--- src/rtl/cpu_ctrl_pkg.sv ---
// Shared encodings for the CR16-subset control unit: FSM states, instruction
// classes, opcode/opext constants and small decode helpers.
package cpu_ctrl_pkg;

    typedef enum logic [2:0] {
        ST_FETCH   = 3'd0,
        ST_DECODE  = 3'd1,
        ST_EXEC    = 3'd2,
        ST_LOAD_WB = 3'd3
    } state_t;

    typedef enum logic [2:0] {
        CL_NOP   = 3'd0,
        CL_ALU_R = 3'd1,
        CL_ALU_I = 3'd2,
        CL_LOAD  = 3'd3,
        CL_STOR  = 3'd4
    } iclass_t;

    // IR[15:12] major opcodes
    localparam logic [3:0] OP_RTYPE = 4'b0000;
    localparam logic [3:0] OP_ANDI  = 4'b0001;
    localparam logic [3:0] OP_ORI   = 4'b0010;
    localparam logic [3:0] OP_XORI  = 4'b0011;
    localparam logic [3:0] OP_MEM   = 4'b0100;
    localparam logic [3:0] OP_ADDI  = 4'b0101;
    localparam logic [3:0] OP_SUBI  = 4'b1001;
    localparam logic [3:0] OP_CMPI  = 4'b1011;
    localparam logic [3:0] OP_MOVI  = 4'b1101;
    localparam logic [3:0] OP_LUI   = 4'b1111;

    // IR[7:4] extended opcodes
    localparam logic [3:0] EXT_AND  = 4'b0001;
    localparam logic [3:0] EXT_OR   = 4'b0010;
    localparam logic [3:0] EXT_XOR  = 4'b0011;
    localparam logic [3:0] EXT_ADD  = 4'b0101;
    localparam logic [3:0] EXT_SUB  = 4'b1001;
    localparam logic [3:0] EXT_CMP  = 4'b1011;
    localparam logic [3:0] EXT_MOV  = 4'b1101;
    localparam logic [3:0] EXT_LOAD = 4'b0000;
    localparam logic [3:0] EXT_STOR = 4'b0100;

    // Shared ALU codes; the same values appear as ext (reg-reg) and opcode (imm).
    function automatic logic is_alu_code(input logic [3:0] code);
        case (code)
            EXT_AND, EXT_OR, EXT_XOR, EXT_ADD,
            EXT_SUB, EXT_CMP, EXT_MOV: is_alu_code = 1'b1;
            default:                   is_alu_code = 1'b0;
        endcase
    endfunction

    function automatic logic [15:0] wr_enable(input logic [3:0]  addr,
                                              input logic [15:0] mask);
        wr_enable = (16'h0001 << addr) & ~mask;
    endfunction

endpackage

--- src/rtl/cpu_ctrl_fsm_instr_decode.sv ---
// Pure combinational classification of the latched instruction fields.
module instr_decode
    import cpu_ctrl_pkg::*;
(
    input  logic [3:0] i_opcode,
    input  logic [3:0] i_ext,
    output iclass_t    o_class,
    output logic [3:0] o_alu_op,
    output logic       o_writes_reg,
    output logic       o_use_imm
);

    always_comb begin
        o_class      = CL_NOP;
        o_alu_op     = 4'd0;
        o_writes_reg = 1'b0;
        o_use_imm    = 1'b0;

        if (i_opcode == OP_RTYPE) begin
            if (is_alu_code(i_ext)) begin
                o_class      = CL_ALU_R;
                o_alu_op     = i_ext;
                o_writes_reg = (i_ext != EXT_CMP);
            end
        end else if (i_opcode == OP_MEM) begin
            if (i_ext == EXT_LOAD) begin
                o_class      = CL_LOAD;
                o_writes_reg = 1'b1;
            end else if (i_ext == EXT_STOR) begin
                o_class = CL_STOR;
            end
        end else if (is_alu_code(i_opcode) || (i_opcode == OP_LUI)) begin
            // LUI only exists in immediate form
            o_class      = CL_ALU_I;
            o_alu_op     = i_opcode;
            o_use_imm    = 1'b1;
            o_writes_reg = (i_opcode != OP_CMPI);
        end
    end

endmodule

--- src/rtl/cpu_ctrl_fsm.sv ---
// Multi-cycle FETCH/DECODE/EXEC/LOAD_WB sequencer; outputs are combinational
// from the current state and the instruction register.
module cpu_ctrl_fsm
    import cpu_ctrl_pkg::*;
#(
    parameter logic [15:0] PROTECT_MASK = 16'h2000,
    parameter logic [15:0] IR_RESET     = 16'h0000
) (
    input  logic        clk,
    input  logic        reset,
    input  logic        run,
    input  logic [15:0] mem_rdata,
    output logic [15:0] reg_en,
    output logic [3:0]  raddr_a,
    output logic [3:0]  raddr_b,
    output logic [3:0]  alu_op,
    output logic        use_imm,
    output logic [7:0]  imm,
    output logic        flags_en,
    output logic        pc_en,
    output logic        addr_sel,
    output logic        wb_sel,
    output logic        mem_we,
    output logic [2:0]  state_dbg
);

    state_t      r_state;
    state_t      w_next_state;
    logic [15:0] r_ir;

    iclass_t     w_class;
    logic [3:0]  w_alu_op;
    logic        w_writes_reg;
    logic        w_use_imm;
    logic [15:0] w_wr_en;

    instr_decode u_decode (
        .i_opcode     (r_ir[15:12]),
        .i_ext        (r_ir[7:4]),
        .o_class      (w_class),
        .o_alu_op     (w_alu_op),
        .o_writes_reg (w_writes_reg),
        .o_use_imm    (w_use_imm)
    );

    assign w_wr_en   = wr_enable(r_ir[11:8], PROTECT_MASK);
    assign raddr_a   = r_ir[11:8];
    assign raddr_b   = r_ir[3:0];
    assign imm       = r_ir[7:0];
    assign state_dbg = r_state;

    always_ff @(posedge clk) begin
        if (!reset) begin
            r_state <= ST_FETCH;
            r_ir    <= IR_RESET;
        end else begin
            r_state <= w_next_state;
            if (r_state == ST_DECODE) begin
                r_ir <= mem_rdata;
            end
        end
    end

    always_comb begin
        w_next_state = r_state;
        reg_en       = 16'h0000;
        alu_op       = 4'd0;
        use_imm      = 1'b0;
        flags_en     = 1'b0;
        pc_en        = 1'b0;
        addr_sel     = 1'b0;
        wb_sel       = 1'b0;
        mem_we       = 1'b0;

        case (r_state)
            ST_FETCH: begin
                w_next_state = run ? ST_DECODE : ST_FETCH;
            end
            ST_DECODE: begin
                pc_en        = 1'b1;
                w_next_state = ST_EXEC;
            end
            ST_EXEC: begin
                w_next_state = ST_FETCH;
                case (w_class)
                    CL_ALU_R, CL_ALU_I: begin
                        alu_op   = w_alu_op;
                        use_imm  = w_use_imm;
                        flags_en = 1'b1;
                        if (w_writes_reg) begin
                            reg_en = w_wr_en;
                        end
                    end
                    CL_LOAD: begin
                        addr_sel     = 1'b1;
                        w_next_state = ST_LOAD_WB;
                    end
                    CL_STOR: begin
                        // data = rdataA, address = rdataB
                        addr_sel = 1'b1;
                        mem_we   = 1'b1;
                    end
                    default: begin
                    end
                endcase
            end
            ST_LOAD_WB: begin
                wb_sel       = 1'b1;
                reg_en       = w_wr_en;
                w_next_state = ST_FETCH;
            end
            default: begin
                w_next_state = ST_FETCH;
            end
        endcase
    end

endmodule

--- config.mk ---
export PLATFORM = sky130hd
export DESIGN_NAME = cpu_ctrl_fsm
export DESIGN_NICKNAME = d
export VERILOG_FILES = /design/src/rtl/cpu_ctrl_pkg.sv /design/src/rtl/cpu_ctrl_fsm_instr_decode.sv /design/src/rtl/cpu_ctrl_fsm.sv
export SDC_FILE = /design/constraint.sdc
export NUM_CORES = 1
export LEC_CHECK = 0
export ABC_AREA = 1
export BUFFER_PORTS_ARGS = -buffer_cell sky130_fd_sc_hd__buf_2
export CORE_MARGIN = 4
export CORE_UTILIZATION = 41
export CTS_BUF_LIST = sky130_fd_sc_hd__clkbuf_2
export DETAILED_ROUTE_END_ITERATION = 8
export PLACE_DENSITY = 0.81
export SLEW_MARGIN = 40
export SYNTH_ARGS = -nofsm -noshare
export SYNTH_HDL_FRONTEND = slang
export SYNTH_HIERARCHICAL = 1
export SYNTH_SLANG_ARGS = --single-unit
--- constraint.sdc ---
create_clock -name clk -period 2.2 [get_ports clk]
set_clock_uncertainty 0.2 [all_clocks]
set_input_delay 0.44 -clock clk [delete_from_list [all_inputs] [get_ports clk]]
set_output_delay 0.44 -clock clk [all_outputs]
set_load 0.01 [all_outputs]
==> run metrics, run 1 <==
fraction of the yosys area taken by sequential cells 0.268; Register Area 378 um2; Die Wd 65.3 um; yosys warns 6; pin count of the biggest net entering global routing 21; Final Power 0.000800 W; commonest non-fill, non-tap cell in the layout buf_2; worst hold slack 0.142 ns; most frequent cells in the layout 60 x buf_2, 32 x nand2_1, 31 x nor2_1; Power Dens Cells 437 mW/mm2; area grow syn2layout 36.0%; core area 0.00310 mm2; GR Overflow Total 0; CTS sink count 18; Switching Fraction 0.370; antenna fix cells 0; worst path arrival time 1.84 ns; Crit path depth 10; first-pass GRT wire length 5.53 mm; Post-Syn Area 0.00135 mm2; TritonCTS buffer count 3; starting density of the core 0.434; final period utilization 1.13; crit path max fanout 8; crit end category output pin; Antenna Nets Post-Route 0; crit-path leading delay family simple AND/OR/NAND/NOR gates; Slowest cell on crit path dfxtp_2; synthesized instance count 213; wire length per cell 11.1 um; max incr delay on CP 0.37 ns; post-route insts no fill 320; startpoint types register; worst-skew pair later-pin latency 0.30 ns; max-cap violation count 0; outcome complete, but fails checks; Critical path buffers and inverters 2; R2R setup slack 0.59 ns; Ports 64; DR pass1 iterations 4; Comb pwr share 0.351; CTS max path bufs 2; register share of total power 0.472; DRT Wirelength 3.56 mm; row cnt 20; worst setup path endpoint reg_en[15]; CTS tree built; min cycle time layout 2.48 ns; peak supply drop 0.000374 V; root buf cell clkbuf_2; Hold Crit Class input port to register; fmax 403 MHz; syn avg cell area 6.32 um2; Int Pwr 0.000503 W; vias in the first global route 1,314; critical path class register to output pin; # placed instances 308; RSZ-0062 raised after global routing true; initial antenna violation count 0; share of layout cells above drive strength 1 0.514; Critical Path RT 1.56 ns; Leak Pwr 0.924 nW; R2R depth 9; cts hold-fix bufs 0; Initial DRC Count 35; Filler cells 329; library cells used by synthesis 22; Clk pwr share 0.177; Crit Reg-Reg Endpoint state_dbg[1]; via count 1,490; Hold Vio Cnt, Final 0; worst slack, placed -0.0765 ns; Yosys reg bits 18; critical path cell sequence nor2_4 > inv_2 > nor2_2 > nand2_2 > nand2_2 > nor2_2 > nor2_4 > nand3_4 > a21oi_1 > buf_2; Port Buffers 61; cell area after layout 0.00183 mm2; PnR worst setup slack -0.280 ns; final max-slew violation count 0; HPWL Detailed 2.63 mm; vias per cell 4.66; H-tree levels 1; die area 0.00426 mm2; reg2reg start r_ir[4]; Critical Path Source r_ir[12]; violated checks negative setup slack; # setup viols final 23; DP Area 0.00164 mm2; DRC viols 0; Clock Pin Slew Worst Setup and Hold Paths 0.17 ns; area occupied by multi-input gates 816 um2; nets@finish 296; Switching Power 0.000296 W; die span in y 65.3 um; final RePlAce weighted congestion 0.895; Overall Global Routing Usage 0.161
tightest hold or removal path, delay by kind of cell:
kind | cells | cell delay (ns)
buffers and inverters | 1 | 0.07
AND/OR/NAND/NOR | 2 | 0.10
worst min-delay path by stage:
stage,startpoint,endpoint,slack (ns),cells after the start
4_1_cts,mem_rdata[15],r_ir[15],0.14,3
6_report,mem_rdata[15],r_ir[15],0.14,3
5_1_grt,mem_rdata[15],r_ir[15],0.14,3
3_3_place_gp,r_ir[3],r_ir[3],0.30,2
2_1_floorplan,r_ir[0],r_ir[0],0.30,2
3_5_place_dp,r_ir[1],r_ir[1],0.32,2
cell usage after synthesis:
cell / instances / area [um2]
a21oi_1: 10 / 50.1
a21oi_2: 9 / 78.8
a21oi_4: 1 / 16.3
buf_2: 4 / 20.0
buf_4: 18 / 135
buf_6: 1 / 11.3
clkbuf_1: 1 / 3.75
conb_1: 1 / 3.75
dfxtp_1: 18 / 360
inv_1: 24 / 90.1
inv_2: 3 / 11.3
nand2_1: 39 / 146
nand2_2: 4 / 25.0
nand3_1: 8 / 40.0
nand3_4: 1 / 17.5
nand4_1: 2 / 12.5
nor2_1: 35 / 131
nor2_2: 6 / 37.5
nor2_4: 2 / 22.5
nor3_1: 9 / 45.0
o21ai_0: 16 / 80.1
o31ai_1: 1 / 7.51
power groups by stage:
stage | clock, W | combinational, W | sequential (W)
finish | 0.000141 | 0.000281 | 0.000378
global route | 0.000161 | 0.000312 | 0.000381
CTS | 0.000144 | 0.000266 | 0.000376
detailed placement | 0 | 0.000228 | 0.000381
global placement | 0 | 0.000224 | 0.000380
floorplan | 0 | 0.000170 | 0.000381
what timing repair did:
item | in CTS | in global routing
setup buffers | 7 | 0
pin swaps | 7 | 7
gates resized for setup | 20 | 20
endpoints found under the setup margin | 23 | 23
cloned | 1 | 0
endpoints found under the hold margin | 0 | 0
sequential cells by signal (all words and copies together), names as in the netlist:
register,cells
r_ir,16
state_dbg,2
metal layers:
layer | track usage | part of all wire | vias up
li1 | - | - | 777
met1 | 0.179 | 0.41 | 657
met2 | 0.308 | 0.51 | 56
met3 | 0.0359 | 0.078 | 0
met4 | 0.0311 | 0 | 0
met5 | 0 | 0 | -
cell type report:
| class | count | area share |
|---|---|---|
| clock buffers | 3 | 0.00820 |
| repair buffers | 81 | 0.252 |
| well taps | 44 | 0.0301 |
| multi-input cells | 146 | 0.446 |
| clock inverters | 1 | 0.00205 |
| flip-flops and latches | 18 | 0.206 |
| inverters | 27 | 0.0554 |
metrics by stage:
step	util	TNS (ns)
3_5_place_dp	0.528	-0.577
4_1_cts	0.572	-5.87
5_1_grt	0.590	-8.26
6_report	0.590	-5.19
2_1_floorplan	-	0
3_3_place_gp	0.528	-0.0298
logic make-up after synthesis:
group,after synthesis,share of synthesized area
flip-flops,18,0.268
AO/OA/AOI/OAI,37,0.173
AND/OR/NAND/NOR,106,0.355
buffers and inverters,51,0.202
other,1,0.00279
Power figures use the tool's default switching activity.
==> run 2, diff against run 1 <==
Settings changed: CELL_PAD_IN_SITES_DETAIL_PLACEMENT set to 0, CELL_PAD_IN_SITES_GLOBAL_PLACEMENT set to 1, CORE_UTILIZATION 41 to 34, PLACE_DENSITY 0.81 to 0.95.
Clock period 2.2 ns to 3 ns, I/O delays scaled along.
==> run metrics, run 2 (synthesis results as in run 1) <==
outcome finished, final reports clean; starting density of the core 0.360; DR pass1 iterations 4; Crit Reg-Reg Endpoint state_dbg[1]; nets@finish 276; Leak Pwr 0.805 nW; Overall Global Routing Usage 0.124; CTS tree built; initial antenna violation count 0; # placed instances 300; vias per cell 4.44; Clock Pin Slew Worst Setup and Hold Paths 0.17 ns; met2 routed WL 1.40 mm; PnR worst setup slack 0.186 ns; RSZ-0062 raised after global routing false; area grow syn2layout 16.9%; via count 1,351; Final TNS setup 0 ns; pin count of the biggest net entering global routing 21; Initial DRC Count 36; worst path arrival time 2.01 ns; H-tree levels 1; wire length per cell 10.2 um; R2R setup slack 1.44 ns; Hold Crit Class input port to register; Die Wd 70.9 um; R2R depth 6; fmax 355 MHz; peak supply drop 0.000193 V; top sig layer met3; Slowest cell on crit path dfxtp_1; final period utilization 0.938; Critical Path RT 2.20 ns; post-route insts no fill 304; Top reg by flops r_ir; final RePlAce weighted congestion 0.880; met1 wire length 1.45 mm; DRT Wirelength 3.11 mm; relative slew slack 0.510; max reg flops 16; DRC viols 0; startpoint types register; reg2reg start r_ir[13]; root buf cell clkbuf_2; worst-skew pair later-pin latency 0.29 ns; TritonCTS buffer count 3; worst-margin pin slew 0.734 ns; max incr delay on CP 0.39 ns; Hold Vio Cnt, Final 0; Antenna Nets Post-Route 0; hold endpoint r_ir[4]; most frequent cells in the layout 61 x buf_2, 39 x nand2_1, 35 x nor2_1; Ports 64; row cnt 22; min-delay src mem_rdata[4]; metal3 WL 258 um; CTS sink count 18; DP Area 0.00155 mm2; core area 0.00374 mm2; # setup viols final 0; max-cap violation count 0; critical path cell sequence nor2_2 > nand2_2 > nor2_4 > nand2_1 > nand2_1 > nor2_1 > nor2_2 > nand3_4 > a21oi_1 > buf_2; CTS max path bufs 2; cell area after layout 0.00157 mm2; share of layout cells above drive strength 1 0.363; crit end category output pin; min cycle time layout 2.81 ns; crit path max fanout 15; HPWL Detailed 2.43 mm; final max-slew violation count 0; first-pass GRT wire length 5.33 mm; commonest non-fill, non-tap cell in the layout buf_2; Filler cells 424; GR Overflow Total 0; die area 0.00503 mm2; Hold Path Depth 3; cts hold-fix bufs 0; critical path class register to output pin; Power Dens Cells 334 mW/mm2; die span in y 70.9 um; Util after Layout 0.420; Port Buffers 61; worst slack, placed 0.510 ns; vias in the first global route 1,261; antenna fix cells 0
-- run 2: cell types whose count changed in the layout (fill, tap and decap cells not counted), sizes merged --
cell	before	now
nand3	10	9
buf	81	62
-- run 2: worst max-delay path by stage --
stage / start / endpoint / slack [ns]
after floorplan: r_ir[5] / reg_en[0] / 0.77
after global placement: r_ir[4] / reg_en[15] / 0.55
after detailed placement: r_ir[5] / reg_en[7] / 0.51
after CTS: r_ir[5] / reg_en[7] / 0.14
after global routing: r_ir[14] / reg_en[8] / 0.005
final: r_ir[13] / reg_en[7] / 0.19
-- run 2: repair_timing --
action                     CTS  global route
resized for setup            0             2
setup buffers                0             0
setup endpoints to repair    0            11
-- run 2: through the flow --
step | hold slack (ns) | total power (W)
after CTS | 0.299 | 0.000532
after detailed placement | 0.322 | 0.000430
after floorplan | 0.301 | 0.000404
final | 0.310 | 0.000526
after global routing | 0.292 | 0.000565
after global placement | 0.308 | 0.000429
-- run 2: area by class of cell --
class                           count  area (um2)  share of cell area
Multi-Input combinational cell    145         718               0.456
Sequential cell                    18         363               0.231
Timing Repair Buffer               62         313               0.199
Inverter                           27         101              0.0644
Tap cell                           48        60.1              0.0382
Clock buffer                        3        15.0             0.00954
Clock inverter                      1        3.75             0.00238
-- run 2: report_power, final --
part	internal [W]	switching (W)	leakage [nW]
Sequential	0.000257	0.0000211	0.149
Combinational	0.0000531	0.0000931	0.642
Clock	0.0000290	0.0000723	0.0140
Total	0.000339	0.000187	0.805
-- run 2: metal layers --
| layer | vias up | global-route usage |
|---|---|---|
| li1 | 738 | - |
| met1 | 566 | 0.158 |
| met2 | 47 | 0.217 |
| met3 | 0 | 0.0227 |
| met4 | 0 | 0.0251 |
| met5 | - | 0 |
-- run 2: worst max-delay path, delay by kind of cell (launching register included) --
family                 cells  cell delay (ns)
flip-flops                 1             0.39
AND/OR/NAND/NOR            8             0.97
AO/OA/AOI/OAI              1             0.20
buffers and inverters      1             0.16
